[config.mk]
export PLATFORM = sky130hd
export DESIGN_NAME = dphy_lane_hs_seq_flat
export DESIGN_NICKNAME = d
export VERILOG_FILES = /design/src/rtl/dphy_pkg.sv /design/src/rtl/dphy_lane_hs_seq_if.sv /design/src/rtl/dphy_seq_timer.sv /design/src/rtl/dphy_lane_hs_seq.sv /design/src/flat_wrapper.sv
export SDC_FILE = /design/constraint.sdc
export NUM_CORES = 1
export LEC_CHECK = 0
export ABC_AREA = 0
export BUFFER_PORTS_ARGS = -buffer_cell sky130_fd_sc_hd__buf_2
export CAP_MARGIN = 20
export CELL_PAD_IN_SITES_DETAIL_PLACEMENT = 2
export CELL_PAD_IN_SITES_GLOBAL_PLACEMENT = 2
export CORE_AREA = 5 5 69 71
export CTS_CLUSTER_SIZE = 30
export DETAILED_ROUTE_END_ITERATION = 10
export DIE_AREA = 0 0 74 76
export PLACE_DENSITY_LB_ADDON = 0.2
export SKIP_CTS_REPAIR_TIMING = 1
export SYNTH_ARGS = -nofsm -noshare
export SYNTH_HDL_FRONTEND = slang
export SYNTH_SLANG_ARGS = --single-unit
[constraint.sdc]
create_clock -name clk_word_i -period 2.3 [get_ports clk_word_i]
set_clock_uncertainty 0.15 [all_clocks]
set_input_delay 0.23 -clock clk_word_i [delete_from_list [all_inputs] [get_ports clk_word_i]]
set_output_delay 0.23 -clock clk_word_i [all_outputs]
set_load 0.05 [all_outputs]
[src/rtl/dphy_pkg.sv]
// dphy_pkg: shared state encoding, sync byte and LP pin levels for the D-PHY lane sequencer
package dphy_pkg;
  typedef enum logic [2:0] {IDLE, LPX, PREPARE, HS_ZERO, SYNC, DATA, TRAIL, EXIT} state_e;
  localparam logic [7:0] C_DPHY_SYNC_BYTE = 8'hB8;
  localparam logic [1:0] C_LP11 = 2'b11;
  localparam logic [1:0] C_LP01 = 2'b01;
  localparam logic [1:0] C_LP00 = 2'b00;
endpackage

[src/rtl/dphy_lane_hs_seq_if.sv]
// dphy_lane_hs_seq_if: upstream byte stream (valid/ready with last marker) into the lane sequencer
interface dphy_lane_hs_seq_if;
  logic       valid_i;
  logic [7:0] d_i;
  logic       last_i;
  logic       ready_o;
  modport master (output valid_i, d_i, last_i, input ready_o);
  modport slave (input valid_i, d_i, last_i, output ready_o);
endinterface

[src/rtl/dphy_seq_timer.sv]
// dphy_seq_timer: 8-bit loadable down-counter with zero flag, shared by all timed states
module dphy_seq_timer (
  input  logic       clk_i,
  input  logic       rst_i,
  input  logic       load_i,
  input  logic [7:0] val_i,
  output logic       zero_o
);
  logic [7:0] cnt_q;
  always_ff @(posedge clk_i)
    cnt_q <= rst_i ? 8'd0 : load_i ? val_i : cnt_q - 8'(cnt_q != 8'd0);
  assign zero_o = cnt_q == 8'd0;
endmodule

[src/rtl/dphy_lane_hs_seq.sv]
// dphy_lane_hs_seq: D-PHY lane LP->HS->LP burst sequencer; DPHY_LANE_SEQ_STATS_EN adds burst/underrun counters
module dphy_lane_hs_seq
  import dphy_pkg::*;
#(
  parameter int g_t_lpx        = 4,
  parameter int g_t_hs_prepare = 3,
  parameter int g_t_hs_zero    = 6,
  parameter int g_t_hs_trail   = 4,
  parameter int g_t_hs_exit    = 8
) (
  input  logic       clk_word_i,
  input  logic       rst_i,
  dphy_lane_hs_seq_if.slave up,
  output logic [7:0] hs_d_o,
  output logic       hs_tristate_o,
  output logic       lp_p_o,
  output logic       lp_n_o,
  output logic       busy_o,
  output logic       underrun_o
`ifdef DPHY_LANE_SEQ_STATS_EN
  ,
  output logic [15:0] burst_cnt_o,
  output logic [7:0]  underrun_cnt_o
`endif
);
  localparam logic [2:0] S_IDLE    = IDLE;
  localparam logic [2:0] S_LPX     = LPX;
  localparam logic [2:0] S_PREPARE = PREPARE;
  localparam logic [2:0] S_HS_ZERO = HS_ZERO;
  localparam logic [2:0] S_SYNC    = SYNC;
  localparam logic [2:0] S_DATA    = DATA;
  localparam logic [2:0] S_TRAIL   = TRAIL;
  localparam logic [2:0] S_EXIT    = EXIT;
  logic [2:0] state_q, state_d;
  logic [7:0] hs_d_q, hs_d_d, tmr_val;
  logic [1:0] lp_q, lp_d;
  logic ready_q, ready_d, tri_q, tri_d, busy_q, busy_d, und_q, und_d, tmr_zero;
  dphy_seq_timer u_timer (
    .clk_i  (clk_word_i),
    .rst_i  (rst_i),
    .load_i (state_d != state_q),
    .val_i  (tmr_val),
    .zero_o (tmr_zero)
  );
  always_comb begin
    state_d = state_q;
    case (state_q)
      S_IDLE:    state_d = up.valid_i ? S_LPX : S_IDLE;
      S_LPX:     state_d = tmr_zero ? S_PREPARE : S_LPX;
      S_PREPARE: state_d = tmr_zero ? S_HS_ZERO : S_PREPARE;
      S_HS_ZERO: state_d = tmr_zero ? S_SYNC : S_HS_ZERO;
      S_SYNC, S_DATA: state_d = ready_q && up.valid_i ? S_DATA : S_TRAIL;
      S_TRAIL:   state_d = tmr_zero ? S_EXIT : S_TRAIL;
      default:   state_d = tmr_zero ? S_IDLE : S_EXIT;
    endcase
  end
  // DATA is only ever entered on a transfer, so d_i is always the byte to show next
  always_comb begin
    tmr_val = state_d == S_LPX     ? 8'(g_t_lpx - 1) :
              state_d == S_PREPARE ? 8'(g_t_hs_prepare - 1) :
              state_d == S_HS_ZERO ? 8'(g_t_hs_zero - 1) :
              state_d == S_TRAIL   ? 8'(g_t_hs_trail - 1) :
              state_d == S_EXIT    ? 8'(g_t_hs_exit - 1) : 8'd0;
    ready_d = state_d == S_SYNC || (state_d == S_DATA && !up.last_i);
    hs_d_d  = state_d == S_SYNC  ? C_DPHY_SYNC_BYTE :
              state_d == S_DATA  ? up.d_i :
              state_d == S_TRAIL ? (state_q == S_TRAIL ? hs_d_q : {8{~hs_d_q[7]}}) : 8'h00;
    tri_d   = state_d inside {S_IDLE, S_LPX, S_PREPARE, S_EXIT};
    lp_d    = state_d == S_LPX ? C_LP01 : state_d inside {S_IDLE, S_EXIT} ? C_LP11 : C_LP00;
    busy_d  = state_d != S_IDLE;
    und_d   = ready_q && !up.valid_i;
  end
  always_ff @(posedge clk_word_i) begin
    if (rst_i) begin
      state_q <= S_IDLE;
      ready_q <= 1'b0;
      hs_d_q  <= 8'h00;
      tri_q   <= 1'b1;
      lp_q    <= C_LP11;
      busy_q  <= 1'b0;
      und_q   <= 1'b0;
    end else begin
      state_q <= state_d;
      ready_q <= ready_d;
      hs_d_q  <= hs_d_d;
      tri_q   <= tri_d;
      lp_q    <= lp_d;
      busy_q  <= busy_d;
      und_q   <= und_d;
    end
  end
  assign up.ready_o      = ready_q;
  assign hs_d_o          = hs_d_q;
  assign hs_tristate_o   = tri_q;
  assign {lp_p_o, lp_n_o} = lp_q;
  assign busy_o          = busy_q;
  assign underrun_o      = und_q;
`ifdef DPHY_LANE_SEQ_STATS_EN
  logic [15:0] burst_cnt_q;
  logic [7:0]  und_cnt_q;
  always_ff @(posedge clk_word_i) begin
    if (rst_i) begin
      burst_cnt_q <= 16'd0;
      und_cnt_q   <= 8'd0;
    end else begin
      if (state_q == S_SYNC && state_d == S_DATA) burst_cnt_q <= burst_cnt_q + 16'd1;
      if (und_d && und_cnt_q != 8'hFF) und_cnt_q <= und_cnt_q + 8'd1;
    end
  end
  assign burst_cnt_o    = burst_cnt_q;
  assign underrun_cnt_o = und_cnt_q;
`endif
endmodule

[src/flat_wrapper.sv]
// flat-port wrapper written by rule: the top's interface ports become plain ports
module dphy_lane_hs_seq_flat import dphy_pkg::*;
#(
  parameter int g_t_lpx        = 4,
  parameter int g_t_hs_prepare = 3,
  parameter int g_t_hs_zero    = 6,
  parameter int g_t_hs_trail   = 4,
  parameter int g_t_hs_exit    = 8
)
  (clk_word_i, rst_i, hs_d_o, hs_tristate_o, lp_p_o, lp_n_o, busy_o, underrun_o, up_valid_i, up_d_i, up_last_i, up_ready_o);
  dphy_lane_hs_seq_if up_i ();
  input  logic clk_word_i;
  input  logic rst_i;
  output logic [7:0] hs_d_o;
  output logic hs_tristate_o;
  output logic lp_p_o;
  output logic lp_n_o;
  output logic busy_o;
  output logic underrun_o;
  input wire logic [$bits(up_i.valid_i)-1:0] up_valid_i;
  input wire logic [$bits(up_i.d_i)-1:0] up_d_i;
  input wire logic [$bits(up_i.last_i)-1:0] up_last_i;
  output wire logic [$bits(up_i.ready_o)-1:0] up_ready_o;
  assign up_i.valid_i = up_valid_i;
  assign up_i.d_i = up_d_i;
  assign up_i.last_i = up_last_i;
  assign up_ready_o = up_i.ready_o;
  dphy_lane_hs_seq #(.g_t_lpx(g_t_lpx), .g_t_hs_prepare(g_t_hs_prepare), .g_t_hs_zero(g_t_hs_zero), .g_t_hs_trail(g_t_hs_trail), .g_t_hs_exit(g_t_hs_exit)) u_core (.clk_word_i(clk_word_i), .rst_i(rst_i), .up(up_i), .hs_d_o(hs_d_o), .hs_tristate_o(hs_tristate_o), .lp_p_o(lp_p_o), .lp_n_o(lp_n_o), .busy_o(busy_o), .underrun_o(underrun_o));
endmodule
==> metrics <==
proportion of power drawn by flip-flops and latches=0.332; Max Cap Violations=0; Die H=76 microns; clock power share=0.129; Ports=26; Ys Warns=0; outcome=complete, no violations; Avg WL per Cell=~16 microns; overall global routing resource usage=0.136; CP arrival=2.04 ns; Worst setup SP type=flip-flop; Async SR Flop Fraction=0; number of distinct library cells after synthesis=40; Final Setup Violations=0; initial antenna violation count=0; fin. max-slew vios=0; TNS Setup=0 ns; 1st-pass router iterations=4; DRT iter0 DRCs=26; met1 Resource Use GR=0.166; post-layout util=0.347; Most used DFF post-synth=dfxtp_1; Design Area, Final=1450 sq um; clock tree buffer depth=2; Clock transition at path regs=0.09 ns; Worst slew margin=0.594; fill count=a little under 500; Die ar.=5620 sq um; CTS tree=yes; count of flip-flops with a built-in enable after synthesis=0; vias in the first global route=1201; Pleak=0.613 nW; Hold/Removal Path Class=in -> reg; pin count of the biggest net entering global routing=15; FMAX=503 MHz; Sw Pwr=between 0.0009 and 0.001 W; critical path required time=2.36 ns; post-synth top area share=0.420; post-synthesis register bit count=25; Tot Pwr=0.00207 W; cell taking the most area after synthesis=dfxtp_1; Routed Antenna Nets=0; vias per cell=5.19; grt peak-use layer=met2; number of H-tree levels=1; diode count=0; CTS buffer count=3; global-route wire length before repair=6.09 mm; syn_nets=146; top-count cell post-synth=dfxtp_1; M3 GR Usage=0.0211; Avg Inst Size Synth=~9 sq um; Root Buffer Master=clkbuf_8; Post-DP HPWL=about 2.7 mm; core footprint=4170 sq um; final worst-path cycle share=0.864; final wirelength=3.50 mm; Buffers on Ports=25; Worst-Margin Slew=0.601 ns; Final min period=approximately 2.0 ns; critical path class=reg -> reg; gr ovfl total=0; latest clock arrival within the worst-skew pair=0.27 ns; Clock Sinks=25; Die W=74 microns; Power Density=1420 nW/um^2; Syn-to-layout area delta=21.6%; residual DRC count=0; Fin. Hold Viols=0; met2 Usage GRT=0.240; most frequent cells after synthesis=25 x dfxtp_1, 19 x nor2_1, 10 x nand2_1; Final Wtd Congestion=~0.83; mapped cell area=between 1000 and 1500 sq um; Final Net Count=176; Comb pwr share=0.539; Sw Share=0.460; peak fanout along the critical path=6; Worst setup EP type=flip-flop; top cells by area, synth=dfxtp_1 42%, nor2_1 6.0%, o221a_1 3.8%, nor4_4 3.6%, a211oi_1 3.1%; sequential fraction of the synthesis area=0.420; internal power=0.00112 W; share of cells above drive strength 1=0.267; RSZ-0062 raised after global routing=false; Peak VDD IR=around 400 uV; FP Rows=24; placed inst area=1400 sq um; synthesized instance count=132; Initial Util=0.286; DR vias=1106
-- sequential cells by signal, indices dropped and copies added, names as in the netlist --
| register | count |
|---|---|
| u_core.up.ready_o | 1 |
| u_core.hs_tristate_o | 1 |
| u_core.u_timer.cnt_q | 8 |
| u_core.underrun_o | 1 |
| u_core.lp_q | 2 |
| u_core.busy_o | 1 |
| u_core.state_q | 3 |
| u_core.hs_d_o | 8 |
-- logic make-up (layout without fill, tap and decap cells) --
group	Yosys count	count (layout)	synth area share
compound gates	29	29	0.195
xor+xnor	7	7	0.0514
fa+ha+maj	2	2	0.0210
buf+inv	14	43	0.0504
flops	25	25	0.420
mux	1	1	0.00839
simple gates	54	54	0.254
-- final timing paths --
check                                        startpoint                       to  slack, ns  cells after the start
worst max register to register  u_core.u_timer.cnt_q[5]  u_core.u_timer.cnt_q[2]       0.31                      8
worst min-delay path                         up_valid_i        u_core.underrun_o       0.04                      2
worst min register to register         u_core.hs_d_o[4]         u_core.hs_d_o[4]       0.37                      2
worst max-delay path            u_core.u_timer.cnt_q[5]  u_core.u_timer.cnt_q[2]       0.31                      8
-- placed cells by master, fill, tap and decap left out, types with 2 or more instances in the layout --
cell	instances
a211oi_1	5
a21oi_1	6
a221oi_1	2
and3_1	5
buf_2	25
buf_4	7
clkbuf_8	3
dfxtp_1	25
ha_1	2
inv_1	6
nand2_1	10
nand2b_1	2
nand3_1	2
nand4_1	3
nor2_1	19
nor4_1	2
nor4_4	2
o21ai_0	2
o221a_1	4
or3_1	2
xnor2_1	4
xor2_1	3
-- critical path, stage by stage (launching register included) --
cell and delay [ns]:
dfxtp_1 0.37, nor4_4 0.32, and2_4 0.24, inv_4 0.06, ha_1 0.19, ha_1 0.22, xor2_1 0.13, o21ai_0 0.09
a21oi_1 0.14
-- metrics by stage --
step / hold slack, ns / instances / setup WS, ns
6_report: 0.0417 / 213 / 0.313
3_5_place_dp: 0.335 / 209 / 0.303
2_1_floorplan: 0.156 / 132 / 0.374
5_1_grt: 0.0521 / 213 / 0.130
4_1_cts: 0.0426 / 213 / 0.255
3_3_place_gp: 0.327 / 209 / 0.416
-- per-layer routing --
layer / up-vias / part of all wire
met4: 0 / 0.013
met5: - / 0
li1: 536 / -
met2: 15 / 0.53
met1: 550 / 0.43
met3: 5 / 0.024
-- power by group through the flow --
stage,Sequential [W],Combinational [W],Clock (W)
2_1_floorplan,0.000774,0.000706,0
3_3_place_gp,0.000687,0.00108,0
3_5_place_dp,0.000692,0.00111,0
4_1_cts,0.000686,0.00114,0.000277
5_1_grt,0.000703,0.00124,0.000297
6_report,0.000685,0.00111,0.000266
-- final cells by class --
class | count | area (sq um) | area share
multi-input combinational | 93 | 632 | 0.436
sequential | 25 | 500 | 0.345
timing repair buffer | 32 | 178 | 0.123
tap | 52 | 65.1 | 0.0449
clock buffer | 3 | 41.3 | 0.0285
inverter | 7 | 28.8 | 0.0198
clock inverter | 1 | 5.00 | 0.00345
(Power assumes the default switching activity.)
